$ cat config.mk
export PLATFORM = sky130hd
export DESIGN_NAME = usb_in_ep_sched
export DESIGN_NICKNAME = d
export VERILOG_FILES = /design/src/rtl/usb_in_ep_sched.sv
export SDC_FILE = /design/constraint.sdc
export NUM_CORES = 1
export LEC_CHECK = 0
export BUFFER_PORTS_ARGS = -buffer_cell sky130_fd_sc_hd__buf_2
export CORE_UTILIZATION = 43
export CTS_CLUSTER_DIAMETER = 40
export DETAILED_ROUTE_END_ITERATION = 8
export PLACE_DENSITY = 0.83
export RECOVER_POWER = 25
export SYNTH_ARGS = -nofsm -noshare
export SYNTH_HDL_FRONTEND = slang
export SYNTH_SLANG_ARGS = --single-unit
$ cat constraint.sdc
create_clock -name clk_i -period 1.61 [get_ports clk_i]
set_input_delay 0.161 -clock clk_i [delete_from_list [all_inputs] [get_ports clk_i]]
set_output_delay 0.161 -clock clk_i [all_outputs]
set_load 0.005 [all_outputs]
$ cat src/rtl/usb_in_ep_sched.sv
// usb_in_ep_sched
//   Shares the USB device's single IN-transaction interface between NumEps
//   IN endpoints. An accepted IN token latches the addressed endpoint, and
//   data/get/ack/rollback are routed to it until the transaction ends.
//   A DATA0/DATA1 toggle bit is kept per endpoint. An Active transaction
//   that sees no byte fetch for TimeoutCycles cycles is rolled back.
//
// Ports
//   clk_i, rst_ni         clock, asynchronous active-low reset
//   in_token_i            IN token pulse; in_ep_num_i is sampled with it
//   in_get_addr_i         byte address from packet engine (broadcast)
//   in_data_get_i         byte-consumed strobe (routed to selected ep)
//   in_acked_i            host ACK; ends the transaction, flips toggle
//   in_rollback_i         transaction failed; ends the transaction
//   in_setup_i            SETUP pulse; forces toggle[in_setup_ep_i] to DATA1
//   in_has_data_o, in_stall_o, in_data_o, in_data_done_o
//                         selected endpoint's status/byte (0 when idle)
//   in_data_toggle_o      PID toggle of the selected endpoint
//   in_busy_o             a transaction is active
//   ep_enable_i, ep_has_data_i, ep_stall_i, ep_data_done_i, ep_data_i
//                         per-endpoint inputs (byte k at [8k+7:8k])
//   ep_get_addr_o         in_get_addr_i broadcast
//   ep_data_get_o         one-hot get strobe
//   ep_acked_o            registered one-hot ack pulse
//   ep_rollback_o         registered one-hot rollback pulse
module usb_in_ep_sched #(
    parameter int unsigned NumEps         = 4,
    parameter int unsigned MaxPktSizeByte = 32,
    parameter int unsigned PktW           = $clog2(MaxPktSizeByte),
    parameter int unsigned TimeoutCycles  = 1024
) (
    input  logic                clk_i,
    input  logic                rst_ni,
    input  logic                in_token_i,
    input  logic [3:0]          in_ep_num_i,
    input  logic [PktW-1:0]     in_get_addr_i,
    input  logic                in_data_get_i,
    input  logic                in_acked_i,
    input  logic                in_rollback_i,
    input  logic                in_setup_i,
    input  logic [3:0]          in_setup_ep_i,
    output logic                in_has_data_o,
    output logic                in_stall_o,
    output logic [7:0]          in_data_o,
    output logic                in_data_done_o,
    output logic                in_data_toggle_o,
    output logic                in_busy_o,
    input  logic [NumEps-1:0]   ep_enable_i,
    input  logic [NumEps-1:0]   ep_has_data_i,
    input  logic [NumEps-1:0]   ep_stall_i,
    input  logic [NumEps-1:0]   ep_data_done_i,
    input  logic [8*NumEps-1:0] ep_data_i,
    output logic [PktW-1:0]     ep_get_addr_o,
    output logic [NumEps-1:0]   ep_data_get_o,
    output logic [NumEps-1:0]   ep_acked_o,
    output logic [NumEps-1:0]   ep_rollback_o
);

    localparam int unsigned SelW = (NumEps > 1) ? $clog2(NumEps) : 1;
    localparam int unsigned CntW = $clog2(TimeoutCycles);

    typedef enum logic {
        StIdle,
        StActive
    } state_e;

    state_e              state_q;
    logic [SelW-1:0]     sel_q;
    logic [CntW-1:0]     cnt_q;
    logic [NumEps-1:0]   toggle_q;
    logic [NumEps-1:0]   acked_q;
    logic [NumEps-1:0]   rollback_q;

    logic                tok_valid;
    logic [SelW-1:0]     tok_sel;
    logic [NumEps-1:0]   setup_oh;
    logic                timeout;

    // Decode token/setup endpoint numbers against the full 4-bit field so
    // out-of-range numbers simply match nothing.
    always_comb begin
        tok_valid = 1'b0;
        tok_sel   = '0;
        setup_oh  = '0;
        for (int unsigned k = 0; k < NumEps; k++) begin
            if (in_ep_num_i == 4'(k)) begin
                tok_valid = in_token_i & ep_enable_i[k];
                tok_sel   = SelW'(k);
            end
            setup_oh[k] = in_setup_i && (in_setup_ep_i == 4'(k));
        end
    end

    // A fetch in the final cycle counts as activity and prevents the timeout.
    assign timeout = (cnt_q == CntW'(TimeoutCycles - 1)) && !in_data_get_i;

    always_ff @(posedge clk_i or negedge rst_ni) begin
        if (!rst_ni) begin
            state_q    <= StIdle;
            sel_q      <= '0;
            cnt_q      <= '0;
            toggle_q   <= '0;
            acked_q    <= '0;
            rollback_q <= '0;
        end else begin
            acked_q    <= '0;
            rollback_q <= '0;
            case (state_q)
                StIdle: begin
                    cnt_q <= '0;
                    if (tok_valid) begin
                        state_q <= StActive;
                        sel_q   <= tok_sel;
                    end
                end
                StActive: begin
                    cnt_q <= in_data_get_i ? '0 : cnt_q + 1'b1;
                    // Ack closes the old transaction cleanly even when a new
                    // token arrives in the same cycle; otherwise any ending
                    // or preemption rolls the old endpoint back.
                    if (in_acked_i) begin
                        acked_q[sel_q]  <= 1'b1;
                        toggle_q[sel_q] <= ~toggle_q[sel_q];
                    end else if (in_rollback_i || in_token_i || timeout) begin
                        rollback_q[sel_q] <= 1'b1;
                    end
                    if (in_token_i) begin
                        cnt_q <= '0;
                        if (tok_valid) sel_q <= tok_sel;
                        else           state_q <= StIdle;
                    end else if (in_acked_i || in_rollback_i || timeout) begin
                        state_q <= StIdle;
                    end
                end
                default: state_q <= StIdle;
            endcase
            // Placed last so SETUP overrides an ack flip on the same endpoint.
            for (int unsigned k = 0; k < NumEps; k++) begin
                if (setup_oh[k]) toggle_q[k] <= 1'b1;
            end
        end
    end

    always_comb begin
        in_has_data_o    = 1'b0;
        in_stall_o       = 1'b0;
        in_data_o        = '0;
        in_data_done_o   = 1'b0;
        in_data_toggle_o = 1'b0;
        in_busy_o        = 1'b0;
        ep_data_get_o    = '0;
        if (state_q == StActive) begin
            in_busy_o = 1'b1;
            for (int unsigned k = 0; k < NumEps; k++) begin
                if (sel_q == SelW'(k)) begin
                    in_has_data_o    = ep_has_data_i[k];
                    in_stall_o       = ep_stall_i[k];
                    in_data_o        = ep_data_i[8*k +: 8];
                    in_data_done_o   = ep_data_done_i[k];
                    in_data_toggle_o = toggle_q[k];
                    ep_data_get_o[k] = in_data_get_i;
                end
            end
        end
    end

    assign ep_get_addr_o = in_get_addr_i;
    assign ep_acked_o    = acked_q;
    assign ep_rollback_o = rollback_q;

endmodule

==> metrics.md, run 1 <==
| Metric | Value |
|---|---|
| Run status | `complete, but fails checks` |
| Violations in the final reports | `negative setup slack` |
| Number of buffers between clock root and the deepest sink | `2` |
| Number of nets with antenna violations after routing | `0` |
| CTS buffer count | `3` |
| Power density over the cells | `between 700 and 800 nW/um2` |
| Std-Cell Core Area | `3420 um2` |
| Reg2reg start | `sel_q[0]` |
| Die Outline Area | `3870 um2` |
| Cell-by-cell trace of the critical path | `buf_6 -> mux4_2 -> and2_1 -> buf_2` |
| Switching part of the total power | `0.297` |
| Starting utilization of the core area | `0.457` |
| Largest incremental delay on the critical path | `500 ps` |
| Post-detailed-placement half-perimeter wirelength | `3.21 mm` |
| Leading cell type in the layout, fill and taps excluded | `sky130_fd_sc_hd__buf_2` |
| Sequential element share of the synthesized area | `0.401` |
| Average size of a mapped cell | `10.7 um2` |
| Distinct cell type count after synthesis | `29` |
| Fraction of power consumed by combinational cells | `0.368` |
| Mapped Nets | `215` |
| Worst slew margin | `0.597` |
| Critical path start-end classification | `flop to primary output` |
| Slowest cell on the critical path | `sky130_fd_sc_hd__mux4_2` |
| Width of the die | `62.2 um` |
| Arrival time reported for the critical path endpoint | `between 1500 and 2000 ps` |
| Hold Path Origin | `in_setup_ep_i[0]` |
| Max-slew violation total from the final report | `0` |
| All-layer global routing usage | `0.236` |
| Endpoint required time on the critical path | `1450 ps` |
| Smallest setup slack after layout | `-244 ps` |
| Final wirelength | `4.41 mm` |
| Sw Pwr | `484 uW` |
| Final Hold Violating Endpoints | `0` |
| Die Ht | `62.2 um` |
| IO Pins | `98` |
| Critical Path Source Type | `flop` |
| Number of inserted diodes | `0` |
| Endpoint of the most critical setup path | `in_data_o[5]` |
| First-pass GRT wire length | `7.19 mm` |
| Number of remaining DRC errors | `0` |
| Number of cell instances on the worst register-to-register path | `6` |
| Fraction of layout cells with a size suffix above 1 | `0.546` |
| GRT Residual Overflow | `0` |
| Setup-violating endpoint count in the final report | `13` |
| Cell type with the largest total area after synthesis | `sky130_fd_sc_hd__dfrtp_1` |
| Most used cells in the layout excluding fill and tap cells | `sky130_fd_sc_hd__buf_2 (83), sky130_fd_sc_hd__dfrtp_1 (23), sky130_fd_sc_hd__mux4_2 (13)` |
| Sink count of the clock tree | `25` |
| Fmax | `~540 MHz` |
| Port Buf Inserts | `87` |
| End of the worst register-to-register path | `toggle_q[2]` |
| Clock tree from TritonCTS | `yes` |
| Slew at the pin closest to its max-slew limit | `604 ps` |
| Critical Path Start | `sel_q[0]` |
| Number of enable-type register cells in the synthesized netlist | `0` |
| Asr flop ratio synth | `1.00` |
| Largest net degree at the start of global routing | `26` |
| Static leakage | `approximately 0.0010 uW` |
| Clock-pin slew on the worst setup and hold paths | `160 ps` |
| Initial DRC count | `77` |
| Register share of total power | `0.443` |
| GP Congestion | `around 0.79` |
| Maximum capacitance violations | `0` |
| Commonest register cell after synthesis | `sky130_fd_sc_hd__dfrtp_1` |
| Share of the clock period used by the worst path after layout | `1.15` |
| Combined area of all synthesized cells | `between 1500 and 2000 um2` |
| Root cell of the clock tree | `sky130_fd_sc_hd__clkbuf_4` |
| Min Tclk post-route | `about 1900 ps` |
| Ranking of synthesized cells by area | `sky130_fd_sc_hd__dfrtp_1 (40%), sky130_fd_sc_hd__mux4_2 (19%), sky130_fd_sc_hd__and2_1 (4.8%), sky130_fd_sc_hd__nor2_1 (3.4%), sky130_fd_sc_hd__or3_1 (3.2%)` |
| RSZ-0062 raised after global routing | `true` |
| Routed wire per std cell | `15.5 um` |
| Htree depth | `1` |
| Fraction of post-synthesis cell area in the top cell type by area | `0.401` |
| Post-layout utilization of the core | `0.641` |
| Register-to-Register Setup Slack | `40 ps` |
| Count of filler cells inserted in the layout | `290` |
| Number of storage elements in the synthesis netlist | `25` |
| Number of buffer and inverter instances along the worst setup path | `2` |
| Hold Crit Class | `input pin to flop` |
| Largest voltage drop on the vdd net | `around 0.36 mV` |
| Count of placed standard cells including taps | `around 270` |
| Mean number of vias per cell | `5.43` |
| Number of standard cells after synthesis | `146` |
| Number of stages on the worst setup path | `4` |
| Antenna violations before repair | `0` |
| Sort of element at the end of the critical path | `primary output` |
| Clock network power share | `0.189` |
| Non-filler instance count after layout | `284` |
| Internal Pwr Total | `1150 uW` |
| Yosys synthesis warning count | `0` |
| Number of rows in the core area | `21` |
| Count of TritonRoute iterations in the first routing pass | `4` |
| Count of vias placed by the detailed router | `1542` |
| Relative area change from synthesis to final layout | `40.4%` |
| Number of global-route vias before repair | `1566` |
| Post-layout nets | `308` |
| Clock insertion delay at the later pin of the skew report | `340 ps` |
| Kind of cell adding the most delay to the critical path | `multiplexers` |
| Crit Path Max Fanout | `7` |
| Worst clock skew | `slightly below 20 ps` |
==> cell usage after synthesis, types with 3 or more instances <==
cell type / instances
sky130_fd_sc_hd__nand2_1: 8
sky130_fd_sc_hd__dfrtp_1: 25
sky130_fd_sc_hd__nand3_1: 8
sky130_fd_sc_hd__or3_1: 8
sky130_fd_sc_hd__and2_1: 12
sky130_fd_sc_hd__buf_2: 4
sky130_fd_sc_hd__mux4_2: 13
sky130_fd_sc_hd__buf_4: 5
sky130_fd_sc_hd__nor2_1: 14
sky130_fd_sc_hd__o21ai_0: 9
sky130_fd_sc_hd__a21oi_1: 9
sky130_fd_sc_hd__o211ai_1: 3
sky130_fd_sc_hd__nand2b_1: 4
==> power by group through the flow <==
stage          combinational, uW  clock (uW)  sequential (uW)
2_1_floorplan                342           0              711
3_3_place_gp                 458           0              747
3_5_place_dp                 475           0              752
4_1_cts                      579         314              720
5_1_grt                      652         341              730
6_report                     600         308              723
==> worst min-delay path by stage <==
stage | endpoint | slack [ps] | cells after the start
finish | toggle_q[0] | 20 | 2
global route | toggle_q[0] | 30 | 2
CTS | toggle_q[0] | 20 | 2
detailed placement | ep_acked_o[2] | 180 | 1
global placement | ep_rollback_o[1] | 180 | 1
floorplan | cnt_q[0] | -130 | 0
==> flip-flops by register name (all words and copies together), names as in the netlist <==
name,count
cnt_q,10
toggle_q,4
ep_acked_o,4
ep_rollback_o,4
state_q,1
sel_q,2
==> repair_timing <==
action | in CTS | in global routing
endpoints found under the hold margin | 25 | 0
pin swaps | 12 | 2
resized for setup | 13 | 10
hold buffers | 1 | 0
endpoints found under the setup margin | 16 | 16
setup buffers | 5 | 2
==> cell families (layout without fill, tap and decap cells) <==
| kind of cell | Yosys count | count (layout) | share of synthesized area |
|---|---|---|---|
| compound gates | 24 | 24 | 0.0898 |
| mux | 15 | 15 | 0.202 |
| fa+ha+maj | 1 | 1 | 0.00802 |
| flops | 25 | 25 | 0.401 |
| xor+xnor | 4 | 4 | 0.0225 |
| simple gates | 64 | 64 | 0.230 |
| buf+inv | 13 | 105 | 0.0465 |
==> cell type report <==
type                       instances  area [um2]  area share
clock buffer                       3        22.5      0.0103
clock inverter                     1        8.76     0.00400
inverter                           2        7.51     0.00343
multi-input combinational        108         902       0.412
sequential                        25         631       0.288
tap                               46        57.6      0.0263
timing repair buffer              99         562       0.256
==> per-stage QoR <==
step	setup TNS [ps]	cell area, um2	power [uW]	setup slack, ps	hold WS [ps]
6_report	-2770	2190	1630	-244	23.1
5_1_grt	-3870	2190	1720	-323	31.8
4_1_cts	-2820	2150	1610	-254	15.7
3_5_place_dp	0	2030	1230	59.6	183
3_3_place_gp	0	2030	1200	93.1	178
2_1_floorplan	0	1560	1050	200	-135
==> routing by layer <==
layer / up-vias / global-route usage / wire length [um]
li1: 715 / - / -
met1: 744 / 0.300 / 1740
met2: 70 / 0.404 / 2320
met3: 13 / 0.0331 / 240
met4: 0 / 0.0959 / 112
met5: - / 0 / 0
No activity file was read; power rests on OpenSTA's default activity.
==> inputs of run 2 (changes only) <==
==> constraint.sdc (replaced) <==
create_clock -name clk_i -period 1.97 [get_ports clk_i]
set_input_delay 0.197 -clock clk_i [delete_from_list [all_inputs] [get_ports clk_i]]
set_output_delay 0.197 -clock clk_i [all_outputs]
set_load 0.005 [all_outputs]
==> run 2 against run 1 <==
The flow now finishes without violations. Clock skew shrank 8.7 ps. Register-to-register slack better by 430 ps. Wire length fell by 4.0%. Final cell count fell by 2.5%. Cell area decreased by 4.7%. Flip-flop and latch count is the same. Total power down 23%. Die area is the same. Critical path type unchanged. Setup slack gained 280 ps. Hold slack gained 82 ps. First-iteration DRC count rose by 9.1%.
==> metrics.md, run 2 (synthesis results as in run 1) <==
| Metric | Value |
|---|---|
| Run status | `complete, no violations` |
| Post-DP Area | `just over 2000 um2` |
| Number of rows in the core area | `21` |
| GP Congestion | `0.785` |
| Arrival time reported for the critical path endpoint | `~1700 ps` |
| Cell area after layout | `2090 um2` |
| Starting utilization of the core area | `0.457` |
| RSZ-0062 raised after global routing | `true` |
| Max-slew violation total from the final report | `0` |
| Root cell of the clock tree | `sky130_fd_sc_hd__clkbuf_4` |
| Final wirelength | `4.23 mm` |
| Worst clock skew | `between 10 and 15 ps` |
| Slew at the pin closest to its max-slew limit | `1330 ps` |
| Most used routing layer | `met2` |
| Mean number of vias per cell | `about 5.4` |
| Width of the die | `62.2 um` |
| Largest register FFs | `10` |
| Worst slew margin | `0.113` |
| Largest voltage drop on the vdd net | `0.430 mV` |
| Crit Path Max Fanout | `6` |
| GR met2 Demand/Resource | `0.386` |
| Fraction of layout cells with a size suffix above 1 | `0.489` |
| Routed wire per std cell | `roughly 15 um` |
| Number of global-route vias before repair | `1548` |
| Largest incremental delay on the critical path | `500 ps` |
| Number of buffers between clock root and the deepest sink | `2` |
| Post-detailed-placement half-perimeter wirelength | `3.24 mm` |
| Power density over the cells | `602 nW/um2` |
| Share of the clock period used by the worst path after layout | `0.981` |
| GRT Residual Overflow | `0` |
| Htree depth | `1` |
| Slowest cell on the critical path | `sky130_fd_sc_hd__mux4_2` |
| Fmax | `517 MHz` |
| Setup Fix Bufs, Post-CTS | `0` |
| Sort of element at the end of the critical path | `primary output` |
| Clock-pin slew on the worst setup and hold paths | `between 100 and 150 ps` |
| Die Ht | `62.2 um` |
| Std-Cell Core Area | `3420 um2` |
| Number of remaining DRC errors | `0` |
| Count of TritonRoute iterations in the first routing pass | `4` |
| Count of vias placed by the detailed router | `1491` |
| Clock insertion delay at the later pin of the skew report | `320 ps` |
| Leading cell type in the layout, fill and taps excluded | `sky130_fd_sc_hd__buf_2` |
| Maximum capacitance violations | `0` |
| Met1 routing resource usage after global routing | `0.294` |
| Largest net degree at the start of global routing | `26` |
| Hold Crit Class | `input pin to flop` |
| Register bank with the most flops | `cnt_q` |
| Critical path start-end classification | `flop to primary output` |
| Number of nets with antenna violations after routing | `0` |
| Routing usage on met3 | `0.0570` |
| All-layer global routing usage | `0.232` |
| Post-layout nets | `301` |
| Relative area change from synthesis to final layout | `33.8%` |
| Endpoint required time on the critical path | `1770 ps` |
| Most used cells in the layout excluding fill and tap cells | `sky130_fd_sc_hd__buf_2 (86), sky130_fd_sc_hd__dfrtp_1 (23), sky130_fd_sc_hd__nor2_1 (14)` |
| Cell-by-cell trace of the critical path | `buf_12 -> mux4_2 -> and2_1 -> buf_2` |
| CTS buffer count | `3` |
| Port Buf Inserts | `87` |
| Number of inserted diodes | `0` |
| Die Outline Area | `3870 um2` |
| First-pass GRT wire length | `between 7 and 8 mm` |
| Clock tree from TritonCTS | `yes` |
| Final Hold Violating Endpoints | `0` |
| IO Pins | `98` |
| Sink count of the clock tree | `25` |
| Count of filler cells inserted in the layout | `between 300 and 400` |
| Setup-violating endpoint count in the final report | `0` |
| Overall power of the completed layout | `1260 uW` |
| Antenna violations before repair | `0` |
| Min Tclk post-route | `approximately 1900 ps` |
| Static leakage | `0.000998 uW` |
| Critical Path Source Type | `flop` |
| Initial DRC count | `84` |
-- run 2: cell count changes in the layout (fill, tap and decap cells not counted), moves of 2 or more --
cell	previous run	this run
sky130_fd_sc_hd__buf_6	7	0
sky130_fd_sc_hd__buf_4	7	2
sky130_fd_sc_hd__buf_2	83	86
sky130_fd_sc_hd__and2_1	9	11
sky130_fd_sc_hd__and2_4	3	1
sky130_fd_sc_hd__clkbuf_1	0	2
sky130_fd_sc_hd__nand2b_1	2	4
sky130_fd_sc_hd__nand2b_4	2	0
sky130_fd_sc_hd__nor2_1	12	14
-- run 2: power breakdown --
group / leakage (uW) / total (uW) / switching, uW / internal, uW
Combinational: 0.000653 / 413 / 152 / 261
Clock: 0.0000150 / 230 / 150 / 79.4
Sequential: 0.000330 / 615 / 59.8 / 555
-- run 2: worst max-delay path: cells and delay by family, from the launching register on --
family | cells | cell delay, ps
buf+inv | 2 | 270
flops | 1 | 450
mux | 1 | 500
simple gates | 1 | 190
-- run 2: per-layer routing --
metal,part of all wire,vias to the layer above
met4,0.018,0
li1,-,702
met3,0.064,8
met1,0.40,720
met5,0,-
met2,0.51,61
-- run 2: worst paths after layout --
kind	start	to	slack, ps	cells after the start
worst max-delay path	sel_q[0]	in_data_o[0]	40	4
worst min-delay path	in_setup_ep_i[0]	toggle_q[2]	110	2
worst max register to register	cnt_q[0]	ep_rollback_o[1]	470	4
worst min register to register	cnt_q[0]	cnt_q[0]	520	1
max in group asynchronous	rst_ni	sel_q[0]	430	2
min in group asynchronous	rst_ni	toggle_q[2]	680	2
-- run 2: area by class of cell --
type	count	area, um2	area share
multi-input cells	108	865	0.414
flip-flops and latches	25	628	0.301
repair buffers	92	504	0.241
well taps	46	57.6	0.0276
clock buffers	4	26.3	0.0126
inverters	2	7.51	0.00359
-- run 2: stage by stage --
stage	cells	utilization	hold slack (ps)	worst slack (ps)	TNS (ps)
after floorplan	146	-	-98.6	524	0
after global placement	271	0.589	212	350	0
after detailed placement	271	0.589	219	300	0
after CTS	276	0.601	103	22.9	0
after global routing	277	0.611	123	-9.56	-13.6
final	277	0.611	105	36.7	0
-- run 2: timing repair --
action | CTS | global route
endpoints found under the setup margin | 12 | 10
resized for setup | 2 | 4
pin swaps | 0 | 0
endpoints found under the hold margin | 25 | 0
hold buffers | 1 | 0
gates cloned | 0 | 1
